===== src/rtl/age_issue_scheduler.sv =====
// Out-of-order issue scheduler: holds ENTRIES tagged instructions and issues the
// oldest ready one into a single output register, with tag wakeup and younger-flush.
module age_issue_scheduler #(
  parameter int ENTRIES = 4,
  parameter int TAG_W   = 8,
  parameter int DATA_W  = 16
) (
  input  logic              clk,
  input  logic              rst_n,
  input  logic              in_valid,
  input  logic [DATA_W-1:0] in_data,
  input  logic              in_rdy_now,
  output logic              in_ready,
  output logic [TAG_W-1:0]  alloc_tag,
  input  logic              wake_valid,
  input  logic [TAG_W-1:0]  wake_tag,
  input  logic              flush_valid,
  input  logic [TAG_W-1:0]  flush_tag,
  output logic              out_valid,
  output logic [DATA_W-1:0] out_data,
  output logic [TAG_W-1:0]  out_tag,
  input  logic              out_accept
);

  localparam int IDX_W = (ENTRIES > 1) ? $clog2(ENTRIES) : 1;
  localparam logic [TAG_W-1:0] SPAN_LIMIT = TAG_W'((1 << (TAG_W - 1)) - 1);

  logic [ENTRIES-1:0] slot_valid;
  logic [ENTRIES-1:0] slot_rdy;
  logic [TAG_W-1:0]   slot_tag  [ENTRIES];
  logic [DATA_W-1:0]  slot_data [ENTRIES];
  logic [TAG_W-1:0]   next_tag;

  logic               live_any;
  logic [TAG_W-1:0]   oldest_tag;
  logic [TAG_W-1:0]   tag_span;
  logic               free_found;
  logic [IDX_W-1:0]   free_idx;
  logic               cand_found;
  logic [IDX_W-1:0]   cand_idx;
  logic [TAG_W-1:0]   cand_tag;
  logic               do_load;
  logic               do_insert;

  // a is older than b when the modular difference has its top bit set
  function automatic logic is_before(input logic [TAG_W-1:0] a, input logic [TAG_W-1:0] b);
    logic [TAG_W-1:0] diff;
    diff = a - b;
    return diff[TAG_W-1];
  endfunction

  always_comb begin
    live_any   = out_valid;
    oldest_tag = out_tag;
    for (int i = 0; i < ENTRIES; i++) begin
      if (slot_valid[i] && (!live_any || is_before(slot_tag[i], oldest_tag))) begin
        live_any   = 1'b1;
        oldest_tag = slot_tag[i];
      end
    end
  end

  always_comb begin
    free_found = 1'b0;
    free_idx   = '0;
    for (int i = 0; i < ENTRIES; i++) begin
      if (!slot_valid[i] && !free_found) begin
        free_found = 1'b1;
        free_idx   = IDX_W'(i);
      end
    end
  end

  always_comb begin
    cand_found = 1'b0;
    cand_idx   = '0;
    cand_tag   = '0;
    for (int i = 0; i < ENTRIES; i++) begin
      if (slot_valid[i] && slot_rdy[i] && (!cand_found || is_before(slot_tag[i], cand_tag))) begin
        cand_found = 1'b1;
        cand_idx   = IDX_W'(i);
        cand_tag   = slot_tag[i];
      end
    end
  end

  // The span guard keeps every live tag inside half the tag space
  assign tag_span  = next_tag - oldest_tag;
  assign in_ready  = rst_n && !flush_valid && free_found &&
                     (!live_any || (tag_span < SPAN_LIMIT));
  assign alloc_tag = next_tag;
  assign do_insert = in_valid && in_ready;
  assign do_load   = (!out_valid || out_accept) && cand_found && !flush_valid;

  always_ff @(posedge clk or negedge rst_n) begin
    if (!rst_n) begin
      slot_valid <= '0;
      slot_rdy   <= '0;
      for (int i = 0; i < ENTRIES; i++) begin
        slot_tag[i]  <= '0;
        slot_data[i] <= '0;
      end
    end else begin
      for (int i = 0; i < ENTRIES; i++) begin
        // Flush kills first so a simultaneous wake only reaches survivors
        if (flush_valid && slot_valid[i] && is_before(flush_tag, slot_tag[i])) begin
          slot_valid[i] <= 1'b0;
        end else begin
          if (do_load && (cand_idx == IDX_W'(i))) begin
            slot_valid[i] <= 1'b0;
          end
          if (wake_valid && slot_valid[i] && (slot_tag[i] == wake_tag)) begin
            slot_rdy[i] <= 1'b1;
          end
        end
        if (do_insert && (free_idx == IDX_W'(i))) begin
          slot_valid[i] <= 1'b1;
          slot_tag[i]   <= next_tag;
          slot_data[i]  <= in_data;
          slot_rdy[i]   <= in_rdy_now || (wake_valid && (wake_tag == next_tag));
        end
      end
    end
  end

  always_ff @(posedge clk or negedge rst_n) begin
    if (!rst_n) begin
      out_valid <= 1'b0;
      out_data  <= '0;
      out_tag   <= '0;
    end else if (flush_valid && out_valid && is_before(flush_tag, out_tag)) begin
      out_valid <= 1'b0;
    end else if (do_load) begin
      out_valid <= 1'b1;
      out_data  <= slot_data[cand_idx];
      out_tag   <= cand_tag;
    end else if (out_accept) begin
      out_valid <= 1'b0;
    end
  end

  always_ff @(posedge clk or negedge rst_n) begin
    if (!rst_n) begin
      next_tag <= '0;
    end else if (flush_valid) begin
      next_tag <= flush_tag + TAG_W'(1);
    end else if (do_insert) begin
      next_tag <= next_tag + TAG_W'(1);
    end
  end

endmodule


===== config.mk =====
export PLATFORM = sky130hd
export DESIGN_NAME = age_issue_scheduler
export DESIGN_NICKNAME = d
export VERILOG_FILES = /design/src/rtl/age_issue_scheduler.sv
export SDC_FILE = /design/constraint.sdc
export NUM_CORES = 1
export LEC_CHECK = 0
export BUFFER_PORTS_ARGS = -buffer_cell sky130_fd_sc_hd__buf_2
export CAP_MARGIN = 40
export CORE_MARGIN = 2
export CORE_UTILIZATION = 54
export CTS_BUF_LIST = sky130_fd_sc_hd__clkbuf_16
export CTS_CLUSTER_SIZE = 28
export DETAILED_ROUTE_END_ITERATION = 12
export GPL_TIMING_DRIVEN = 0
export PLACE_DENSITY_LB_ADDON = 0.15
export SKIP_CTS_REPAIR_TIMING = 1
export SYNTH_ARGS = -nofsm -noshare
export SYNTH_HDL_FRONTEND = slang
export SYNTH_SLANG_ARGS = --single-unit
export TNS_END_PERCENT = 50

===== constraint.sdc =====
create_clock -name clk -period 17.4 [get_ports clk]
set_input_delay 1.74 -clock clk [delete_from_list [all_inputs] [get_ports clk]]
set_output_delay 1.74 -clock clk [all_outputs]
set_load 0.005 [all_outputs]

==> results of run 1 <==
## Yosys cell counts (3+ instances only)
library cell    n  area (sq um)
dfrtp_1       137          3430
nand2_1       110           413
mux2_2         91          1020
ha_1           76           951
inv_1          75           282
o21ai_0        60           300
a21oi_1        49           245
xnor2_1        47           412
mux2i_1        44           440
nor2_1         34           128
xor2_1         34           298
clkbuf_1       32           120
nor3_1         27           135
a21o_1         22           165
o221ai_1       18           158
nand3_1        17          85.1
nor4_1         17           106
nor2b_1        15          93.8
nand2b_1       11          68.8
nand4_1        11          68.8
buf_2          10          50.1
o21a_1         10          75.1
a31oi_1         9          56.3
buf_6           7          78.8
a221o_1         6          60.1
clkbuf_8        6          82.6
buf_4           5          37.5
and2_1          4          25.0
buf_1           4          15.0
o211ai_1        4          30.0
o21bai_1        4          30.0
a2111oi_0       3          26.3
a211oi_1        3          22.5
a311o_1         3          30.0
a32oi_1         3          26.3
maj3_1          3          30.0
o31ai_1         3          22.5
## stage by stage
| stage | total power, mW | setup slack, ns | cell area (sq um) |
|---|---|---|---|
| finish | 2.20 | 1.07 | 11500 |
| global route | 2.37 | 0.139 | 11500 |
| global placement | 1.76 | 1.86 | 10900 |
| detailed placement | 1.80 | 1.71 | 10900 |
| CTS | 2.18 | 1.20 | 11500 |
| floorplan | 1.45 | 4.32 | 10300 |
## routing by layer
metal	vias to the layer above	routed length (um)	GRT usage (%)
met4	0	1370	15.3
met1	4213	13600	44.2
li1	4010	-	-
met2	376	13500	49.1
met5	-	0	0
met3	80	2420	6.46
## power groups by stage
| stage | sequential, mW | combinational (mW) | clock [mW] |
|---|---|---|---|
| global route | 0.559 | 1.43 | 0.386 |
| detailed placement | 0.548 | 1.25 | 0 |
| CTS | 0.543 | 1.26 | 0.371 |
| floorplan | 0.508 | 0.947 | 0 |
| finish | 0.549 | 1.29 | 0.369 |
| global placement | 0.545 | 1.22 | 0 |
## kinds of logic after synthesis
| family | count (synthesis) | share of synthesized area, % |
|---|---|---|
| flops | 137 | 33.4 |
| buf+inv | 142 | 6.78 |
| compound gates | 229 | 15.5 |
| fa+ha+maj | 80 | 9.74 |
| simple gates | 272 | 13.3 |
| mux | 136 | 14.4 |
| xor+xnor | 81 | 6.91 |
## cells in the final DEF, fill, tap and decap left out, types with 4 or more instances in the layout
cell	n
o21a_1	10
buf_2	72
o221ai_1	18
o21bai_1	4
clkinv_4	4
buf_1	5
nor2b_1	15
a221o_1	6
xnor2_1	47
dfrtp_1	137
o21ai_0	59
mux2_2	91
ha_1	76
buf_4	5
a21oi_1	49
inv_1	75
a31oi_1	9
xor2_1	34
clkbuf_8	6
nor2_1	34
and2_1	4
nor3_1	27
nand3_1	17
a21o_1	22
nor4_1	17
nand2_1	110
mux2i_1	44
clkbuf_1	32
o211ai_1	4
nand4_1	11
buf_6	8
nand2b_1	11
clkbuf_16	17
## cell type report
class,instances,area share (%)
buffer,67,3.61
clock buffer,17,3.70
clock inverter,15,1.43
inverter,75,2.45
multi-input combinational,798,53.4
sequential,137,29.8
tap,234,2.54
timing repair buffer,65,3.07
## critical path: cells and delay by family (launching register included)
kind | cells | cell delay (ns)
xor gates and xnor gates | 3 | 0.54
buffers and inverters | 7 | 1.35
DFF | 1 | 0.47
adders and majority gates | 5 | 1.63
AOI/OAI and AO/OA | 30 | 7.53
and+or+nand+nor | 10 | 1.69
muxes | 3 | 0.92
## worst max-delay path by stage
| stage | from | to |
|---|---|---|
| 4_1_cts | out_tag[4] | in_ready |
| 2_1_floorplan | out_tag[4] | in_ready |
| 3_3_place_gp | out_tag[4] | in_ready |
| 5_1_grt | out_tag[4] | in_ready |
| 3_5_place_dp | out_tag[4] | in_ready |
| 6_report | out_tag[4] | in_ready |
## registers in the layout (all words and copies together) (netlist names)
name,flops
out_data,16
out_valid,1
slot_tag,32
slot_data,64
slot_valid,4
out_tag,8
slot_rdy,4
alloc_tag,8
==> summary.md, run 1 <==
| Metric | Value |
|---|---|
| Max_slew headroom | 45.2% |
| Net Count, Synth | 1193 |
| # diodes | 0 |
| Sw Share | 45.5% |
| Setup TNS | 0 ns |
| Worst EP arrival | 14.59 ns |
| # placed instances | 1376 |
| CORE AREA | 18700 sq um |
| Largest net degree at the start of global routing | 73 |
| F_max | 61.2 MHz |
| Initial antenna violation count | 0 |
| DR DRC count | 0 |
| Grt ovf | 0 |
| Initial core utilization | 54.9% |
| Vias per cell | 6.16 |
| Outcome | complete, no violations |
| Hold endpoint | out_data[13] |
| Asr flop ratio synth | 100% |
| Comb pwr share | 58.4% |
| Final setup viols | 0 |
| Slowest-stage cell, CP | o21ai_0 |
| Worst-Skew Late Latency | 0.43 ns |
| # rows | 50 |
| Sequential share of the synthesized area | 33.4% |
| Hold crit path type | reg -> reg |
| Number of CTS-inserted buffers | 17 |
| Leakage | 5.30 nW |
| # Max-Cap Violations | 0 |
| Initial DRT Pass Iterations | 5 |
| Final antenna-violating net count | 0 |
| Finished Core Util | 61.5% |
| Vias in the first global route | 8697 |
| Crit share post-route | 93.9% |
| Root Buffer Master | clkbuf_16 |
| Reg-to-Reg Start | out_tag[4] |
| Wire per inst | 22.0 um |
| Area of the multi-input gates | 6150 sq um |
| Syn Inst Count | 1077 |
| Final GP Congestion | 0.964 |
| # clock sinks | 137 |
| Routed vias | 8679 |
| Maximum VDD drop | 0.000100 V |
| Hpwl dp | 22900 um |
| Pwr Density | 191 nW/um^2 |
| Die H | 142 um |
| Filler instances | 1616 |
| Ports | 73 |
| Hold Vio Cnt, Final | 0 |
| FF-to-FF setup slack | 1.81 ns |
| Max-slew violation count | 0 |
| Min-delay src | out_data[13] |
| Global-route wire length before repair | 49000 um |
| Synth-to-Final Area Change | 12.0% |
| Fin Clk Skew | 0.0104 ns |
| Final net count | 1277 |
| Number of synthesized register bits | 137 |
| CP Capture Type | primary output |
| Least-Margin Pin Slew | 0.816 ns |
| Gr usage total | 32.2% |
| Setup Crit Path Kind | reg -> out |
| Die width | 142 um |
| Min Clock Period, post-route | 16.33 ns |
| Mapped cell area | 10300 sq um |
| Critical path launch point type | register |
| CTS tree | done |
| Max FO, Critical Path | 10 |
| Sw Pwr | 1.00 mW |
| Most used DFF post-synth | dfrtp_1 |
| RSZ-0062 raised after global routing | false |
| CTS H-tree depth | 4 |
| Register area | 3430 sq um |
| Die area | 20100 sq um |
| Worst-path clk slew | 0.06 ns |
| Synthesized area per cell | 9.54 sq um |
| Post-synth EDFFs | 0 |
| Synth cell types | 87 |
| Fin Hold WS | 0.483 ns |
| Worst flop-to-flop path endpoint | slot_data[51] |
| Hold path depth | 2 |
| Synth warnings | 0 |
| Initial DRC Count | 743 |
| CP required | 15.66 ns |
| P_int | 1.20 mW |
| Clk pwr share | 16.7% |
| IO buf count | 63 |
| Layout cell share with drive strength beyond 1 | 20.7% |
| R2R cell count | 61 |
| WL final | 31000 um |
| Final Instance Count excl. Fillers | 1408 |
| Max clock buf depth | 2 |
| Sequential power share | 24.9% |
| Crit-path max cell delay | 0.54 ns |
(Power assumes the default switching activity.)
==> run 2, diff against run 1 <==
- clock period: 17.4 -> 15.9 ns (I/O delays scaled with it)
==> run 2 against run 1 <==
Compared with the run above:
- clock skew is essentially flat
- critical path type unchanged
- via count grew 0.39%
- utilization grew 0.47 points
- die area is the same
==> summary.md, run 2 (synthesized netlist as in run 1, its figures left out) <==
| Metric | Value |
|---|---|
| Fin Hold WS | 0.483 ns |
| IO buf count | 63 |
| Max reg flops | 64 |
| Routed wl met3 | 2540 um |
| Vias per cell | 6.16 |
| Vias in the first global route | 8697 |
| CTS tree | done |
| Worst-Skew Late Latency | 0.43 ns |
| Die width | 142 um |
| Filler instances | 1605 |
| Hold Vio Cnt, Final | 0 |
| Grt ovf | 0 |
| Placement Setup Slack | 0.359 ns |
| Max FO, Critical Path | 10 |
| Largest net degree at the start of global routing | 73 |
| Critical path launch point type | register |
| Max clock buf depth | 2 |
| Largest registers | slot_data x64, slot_tag x32, out_data x16 |
| R2R cell count | 61 |
| PnR worst setup slack | 0.872 ns |
| Ports | 73 |
| Worst EP arrival | 13.44 ns |
| Max Used Layer | met4 |
| Leakage | 5.35 nW |
| Routed wl met2 | 13600 um |
| Outcome | complete, no violations |
| Hpwl dp | 22900 um |
| Initial core utilization | 54.9% |
| # rows | 50 |
| Synth-to-Final Area Change | 12.9% |
| Final setup viols | 0 |
| Min-delay src | out_data[13] |
| Final net count | 1283 |
| # diodes | 0 |
| Fin Clk Skew | 0.0105 ns |
| Hold path depth | 2 |
| Die area | 20100 sq um |
| Reg-to-Reg Start | out_tag[4] |
| Wire per inst | 21.8 um |
| Crit share post-route | 94.5% |
| Initial antenna violation count | 0 |
| Met1 WL | 13300 um |
| # Max-Cap Violations | 0 |
| Root Buffer Master | clkbuf_16 |
| Commonest non-fill, non-tap cell in the layout | dfrtp_1 |
| Max-slew violation count | 0 |
| Most used cell, CP | a21o_1 |
| RSZ-0062 raised after global routing | false |
| Finished Core Util | 62.0% |
| CP required | 14.31 ns |
| Commonest cells after routing, fill and taps aside | dfrtp_1 (137), nand2_1 (110), mux2_2 (91), ha_1 (76), inv_1 (75) |
| Final GP Congestion | 0.964 |
| Initial DRT Pass Iterations | 5 |
| CTS H-tree depth | 4 |
| Final antenna-violating net count | 0 |
| Routed vias | 8713 |
| Global-route wire length before repair | 49000 um |
| WL final | 30800 um |
| Crit-path max cell delay | 0.47 ns |
| Largest Register | slot_data |
| Slowest-stage cell, CP | dfrtp_1 |
| Gr usage total | 32.2% |
| Worst flop-to-flop path endpoint | slot_data[51] |
| Maximum VDD drop | 0.000110 V |
| Die H | 142 um |
| Setup Crit Path Kind | reg -> out |
| # clock sinks | 137 |
| Hold endpoint | out_data[13] |
| Number of CTS-inserted buffers | 17 |
| F_max | 66.5 MHz |
| DR DRC count | 0 |
| Initial DRC Count | 847 |
| CP Capture Type | primary output |
| Worst-path clk slew | 0.06 ns |
| Layout cell share with drive strength beyond 1 | 21.9% |
| FF-to-FF setup slack | 1.46 ns |
| Min Clock Period, post-route | 15.03 ns |
| Hold crit path type | reg -> reg |
| CORE AREA | 18700 sq um |
| Pwr Density | 211 nW/um^2 |
| Max_slew headroom | 42.2% |
| Least-Margin Pin Slew | 0.862 ns |
run 2: changes by cell type in the layout (fill, tap and decap cells not counted), moves of 3 or more:
cell,previous run,this run
buf_4,5,11
clkbuf_1,32,29
clkbuf_2,0,3
o21ai_0,59,53
o21ai_1,3,6
o21ai_2,0,3
run 2: through the flow:
step	instance area (sq um)	power [mW]	TNS, ns	cells
2_1_floorplan	10300	1.59	0	1077
3_3_place_gp	10900	1.93	0	1374
3_5_place_dp	10900	1.97	0	1376
4_1_cts	11500	2.38	-0.148	1408
5_1_grt	11600	2.63	0	1414
6_report	11600	2.45	0	1414
run 2: metal layers:
metal,GRT usage [%],vias up
met5,0,-
li1,-,4020
met4,15.3,0
met2,49.1,398
met1,44.2,4217
met3,6.46,78
run 2: worst max-delay path by stage:
stage / start / to / cells past startpoint
2_1_floorplan: out_tag[4] / in_ready / 56
6_report: out_tag[4] / in_ready / 58
5_1_grt: out_tag[4] / in_ready / 58
4_1_cts: out_tag[4] / in_ready / 58
3_3_place_gp: out_tag[4] / in_ready / 58
3_5_place_dp: out_tag[4] / in_ready / 58
run 2: power by group:
part	switching (mW)	leakage, nW	total (mW)	internal, mW
sequential	0.128	1.76	0.599	0.471
clock	0.169	0.289	0.403	0.234
combinational	0.817	3.30	1.45	0.629
run 2: worst max-delay path, delay by kind of cell, from the launching register on:
family | cells | cell delay [ns]
flip-flops | 1 | 0.47
AND/OR/NAND/NOR | 13 | 2.68
XOR/XNOR | 3 | 0.59
multiplexers | 2 | 0.57
AO/OA/AOI/OAI | 28 | 6.06
adder cells (fa/ha/maj) | 5 | 1.42
buffers and inverters | 7 | 1.20
run 2: area by class of cell:
cell class / instances / area [sq um] / share of cell area [%]
repair buffers: 71 / 398 / 3.43
clock inverters: 15 / 165 / 1.42
inverters: 75 / 282 / 2.43
well taps: 234 / 293 / 2.52
multi-input cells: 798 / 6190 / 53.4
plain buffers: 67 / 419 / 3.61
clock buffers: 17 / 425 / 3.67
flip-flops and latches: 137 / 3430 / 29.6
==> run 3, diff against run 2 <==
- ABC_AREA: unset -> 1
==> run 3 against run 2 <==
Compared with the run above:
- clock-buffer cell count unchanged
- utilization shrank 0.43 points
- sequential cell count did not move
- final cell count up 21%
- synthesized area decreased by 1.7%
- sequential share of layout area grew 0.51 points
- final area is 1.7% lower
- global-route usage is 3.8 points higher
- largest cell class unchanged
- via count increased by 21%
- clock skew shrank 0.0016 ns
- total power grew 1.2%
- critical path depth fell by 9
==> summary.md, run 3 <==
| Metric | Value |
|---|---|
| Commonest cells after routing, fill and taps aside | nand2_1 (436), dfrtp_1 (137), inv_1 (122), nand4_1 (117), nand3_1 (88) |
| Global-route wire length before repair | 54000 um |
| Root Buffer Master | clkbuf_16 |
| Fin Hold WS | 0.477 ns |
| IO buf count | 67 |
| CP Capture Type | primary output |
| Routed wl met2 | 15100 um |
| RSZ-0062 raised after global routing | false |
| Sequential power share | 24.2% |
| Least-Margin Pin Slew | 0.866 ns |
| Max_slew headroom | 42.0% |
| Largest net degree at the start of global routing | 90 |
| Worst-path clk slew | 0.06 ns |
| Sw Share | 49.3% |
| Worst-Skew Late Latency | 0.43 ns |
| F_max | 89.7 MHz |
| Die width | 141 um |
| Largest registers | slot_data x64, slot_tag x32, out_data x16 |
| WL final | 35300 um |
| Net Count, Synth | 1493 |
| Final antenna-violating net count | 0 |
| Most used cell, CP | nand2_1 |
| Placement Setup Slack | 5.42 ns |
| Finished Cell Area | 11400 sq um |
| Layout cell share with drive strength beyond 1 | 11.5% |
| Final GP Congestion | 1.00 |
| Max Used Layer | met4 |
| Hold Vio Cnt, Final | 0 |
| Wire per inst | 20.6 um |
| Number of synthesized register bits | 137 |
| Largest area contributor in the netlist | dfrtp_1 |
| PnR worst setup slack | 4.75 ns |
| Gr usage total | 36.0% |
| CP required | 14.31 ns |
| Synth-to-Final Area Change | 12.9% |
| Leakage | 5.87 nW |
| # Max-Cap Violations | 0 |
| Max-slew violation count | 0 |
| # diodes | 0 |
| Grt ovf | 0 |
| Number of CTS-inserted buffers | 17 |
| Most frequent cells after synthesis | nand2_1 (436), dfrtp_1 (137), inv_1 (120) |
| Most used DFF post-synth | dfrtp_1 |
| # rows | 50 |
| Hpwl dp | 25600 um |
| Crit share post-route | 70.2% |
| Hold crit path type | reg -> reg |
| Max FO, Critical Path | 10 |
| Dpl cell area | 10800 sq um |
| Vias per cell | 6.13 |
| Commonest non-fill, non-tap cell in the layout | nand2_1 |
| Slowest-stage cell, CP | dfrtp_1 |
| CTS tree | done |
| Max reg flops | 64 |
| Crit-path max cell delay | 0.54 ns |
| Initial core utilization | 54.6% |
| Asr flop ratio synth | 100% |
| Final setup viols | 0 |
| Maximum VDD drop | 0.000161 V |
| Initial antenna violation count | 0 |
| Outcome | complete, no violations |
| Clk pwr share | 16.8% |
| Syn Inst Count | 1377 |
| Min Clock Period, post-route | 11.15 ns |
| Comb pwr share | 59.0% |
| Fin Clk Skew | 0.00893 ns |
| # clock sinks | 137 |
| Vias in the first global route | 9259 |
| Count leader, synth | nand2_1 |
| Ports | 73 |
| Filler instances | 1747 |
| Routed wl met3 | 3880 um |
| Die H | 141 um |
| Initial DRT Pass Iterations | 7 |
| Die area | 19800 sq um |
| P_int | 1.26 mW |
| CTS H-tree depth | 4 |
| Post-synth EDFFs | 0 |
| Setup Crit Path Kind | reg -> out |
| Initial DRC Count | 1214 |
| Finished Core Util | 61.6% |
| Sw Pwr | 1.22 mW |
| Mapped cell area | 10100 sq um |
| Pwr Density | 217 nW/um^2 |
| Synthesized area per cell | 7.34 sq um |
| Max clock buf depth | 2 |
| Met1 WL | 15600 um |
| Largest Register | slot_data |
| DR DRC count | 0 |
| Top post-synthesis cells by area | dfrtp_1 (34%), nand2_1 (16%), ha_1 (9.4%) |
| Synth warnings | 0 |
| Worst EP arrival | 9.56 ns |
| Synth cell types | 48 |
| Sequential share of the synthesized area | 33.9% |
| Routed vias | 10506 |
| Final net count | 1584 |
| CORE AREA | 18500 sq um |
| Setup TNS | 0 ns |
| Critical path launch point type | register |
| Synth top area share | 33.9% |
## run 3: cell count changes in the layout (fill, tap and decap cells not counted), moves of 18 or more
| cell | change |
|---|---|
| mux2i_1 | -42 |
| xor2_1 | -18 |
| nand4_1 | +106 |
| nand3_1 | +71 |
| clkbuf_1 | +20 |
| a21o_1 | -22 |
| nor3_1 | -21 |
| nand2_1 | +326 |
| inv_1 | +47 |
| xnor2_1 | -33 |
| mux2_2 | -91 |
## run 3: cell families (layout without fill, tap and decap cells)
family / Yosys count / in the layout / share of synthesized area, %
adders and majority gates: 77 / 77 / 9.61
and+or+nand+nor: 746 / 746 / 34.5
buffers and inverters: 204 / 308 / 8.57
muxes: 1 / 1 / 0.0991
AOI/OAI and AO/OA: 182 / 182 / 10.7
xor gates and xnor gates: 30 / 30 / 2.60
DFF: 137 / 137 / 33.9
## run 3: final cells by class
| cell class | count | area, sq um | area share, % |
|---|---|---|---|
| plain buffers | 78 | 393 | 3.45 |
| clock buffers | 17 | 425 | 3.73 |
| clock inverters | 15 | 185 | 1.62 |
| inverters | 126 | 473 | 4.15 |
| multi-input cells | 1036 | 5810 | 50.9 |
| flip-flops and latches | 137 | 3430 | 30.1 |
| well taps | 234 | 293 | 2.57 |
| repair buffers | 72 | 397 | 3.48 |
## run 3: path summary, 6_finish.rpt
check / from / to / slack [ns] / cells past startpoint
min: slot_data[6] / slot_data[6] / 0.48 / 2
min reg2reg: slot_data[6] / slot_data[6] / 0.48 / 2
min in group asynchronous: rst_n / out_tag[0] / 1.09 / 1
max reg2reg: slot_tag[30] / slot_data[61] / 6.27 / 51
max in group asynchronous: rst_n / slot_tag[13] / 14.00 / 2
max: slot_tag[30] / in_ready / 4.75 / 49
## run 3: power groups by stage
stage	logic [mW]	registers (mW)	clock network, mW
floorplan	1.05	0.553	0
global placement	1.39	0.595	0
detailed placement	1.43	0.598	0
CTS	1.44	0.593	0.417
global route	1.63	0.608	0.432
finish	1.46	0.600	0.416
## run 3: through the flow
step / total power [mW] / cells
6_report: 2.48 / 1715
3_5_place_dp: 2.02 / 1683
2_1_floorplan: 1.61 / 1377
5_1_grt: 2.67 / 1715
3_3_place_gp: 1.98 / 1678
4_1_cts: 2.45 / 1715
## run 3: critical path, delay by kind of cell, from the launching register on
kind | cells | cell delay (ns)
simple gates | 23 | 2.32
compound gates | 13 | 2.98
buf+inv | 7 | 1.32
fa+ha+maj | 6 | 1.97
flops | 1 | 0.54
## run 3: metal layers
metal	GRT usage, %	up-vias
met5	0	-
li1	-	4879
met3	7.88	74
met4	10.4	0
met1	53.6	4957
met2	52.6	596
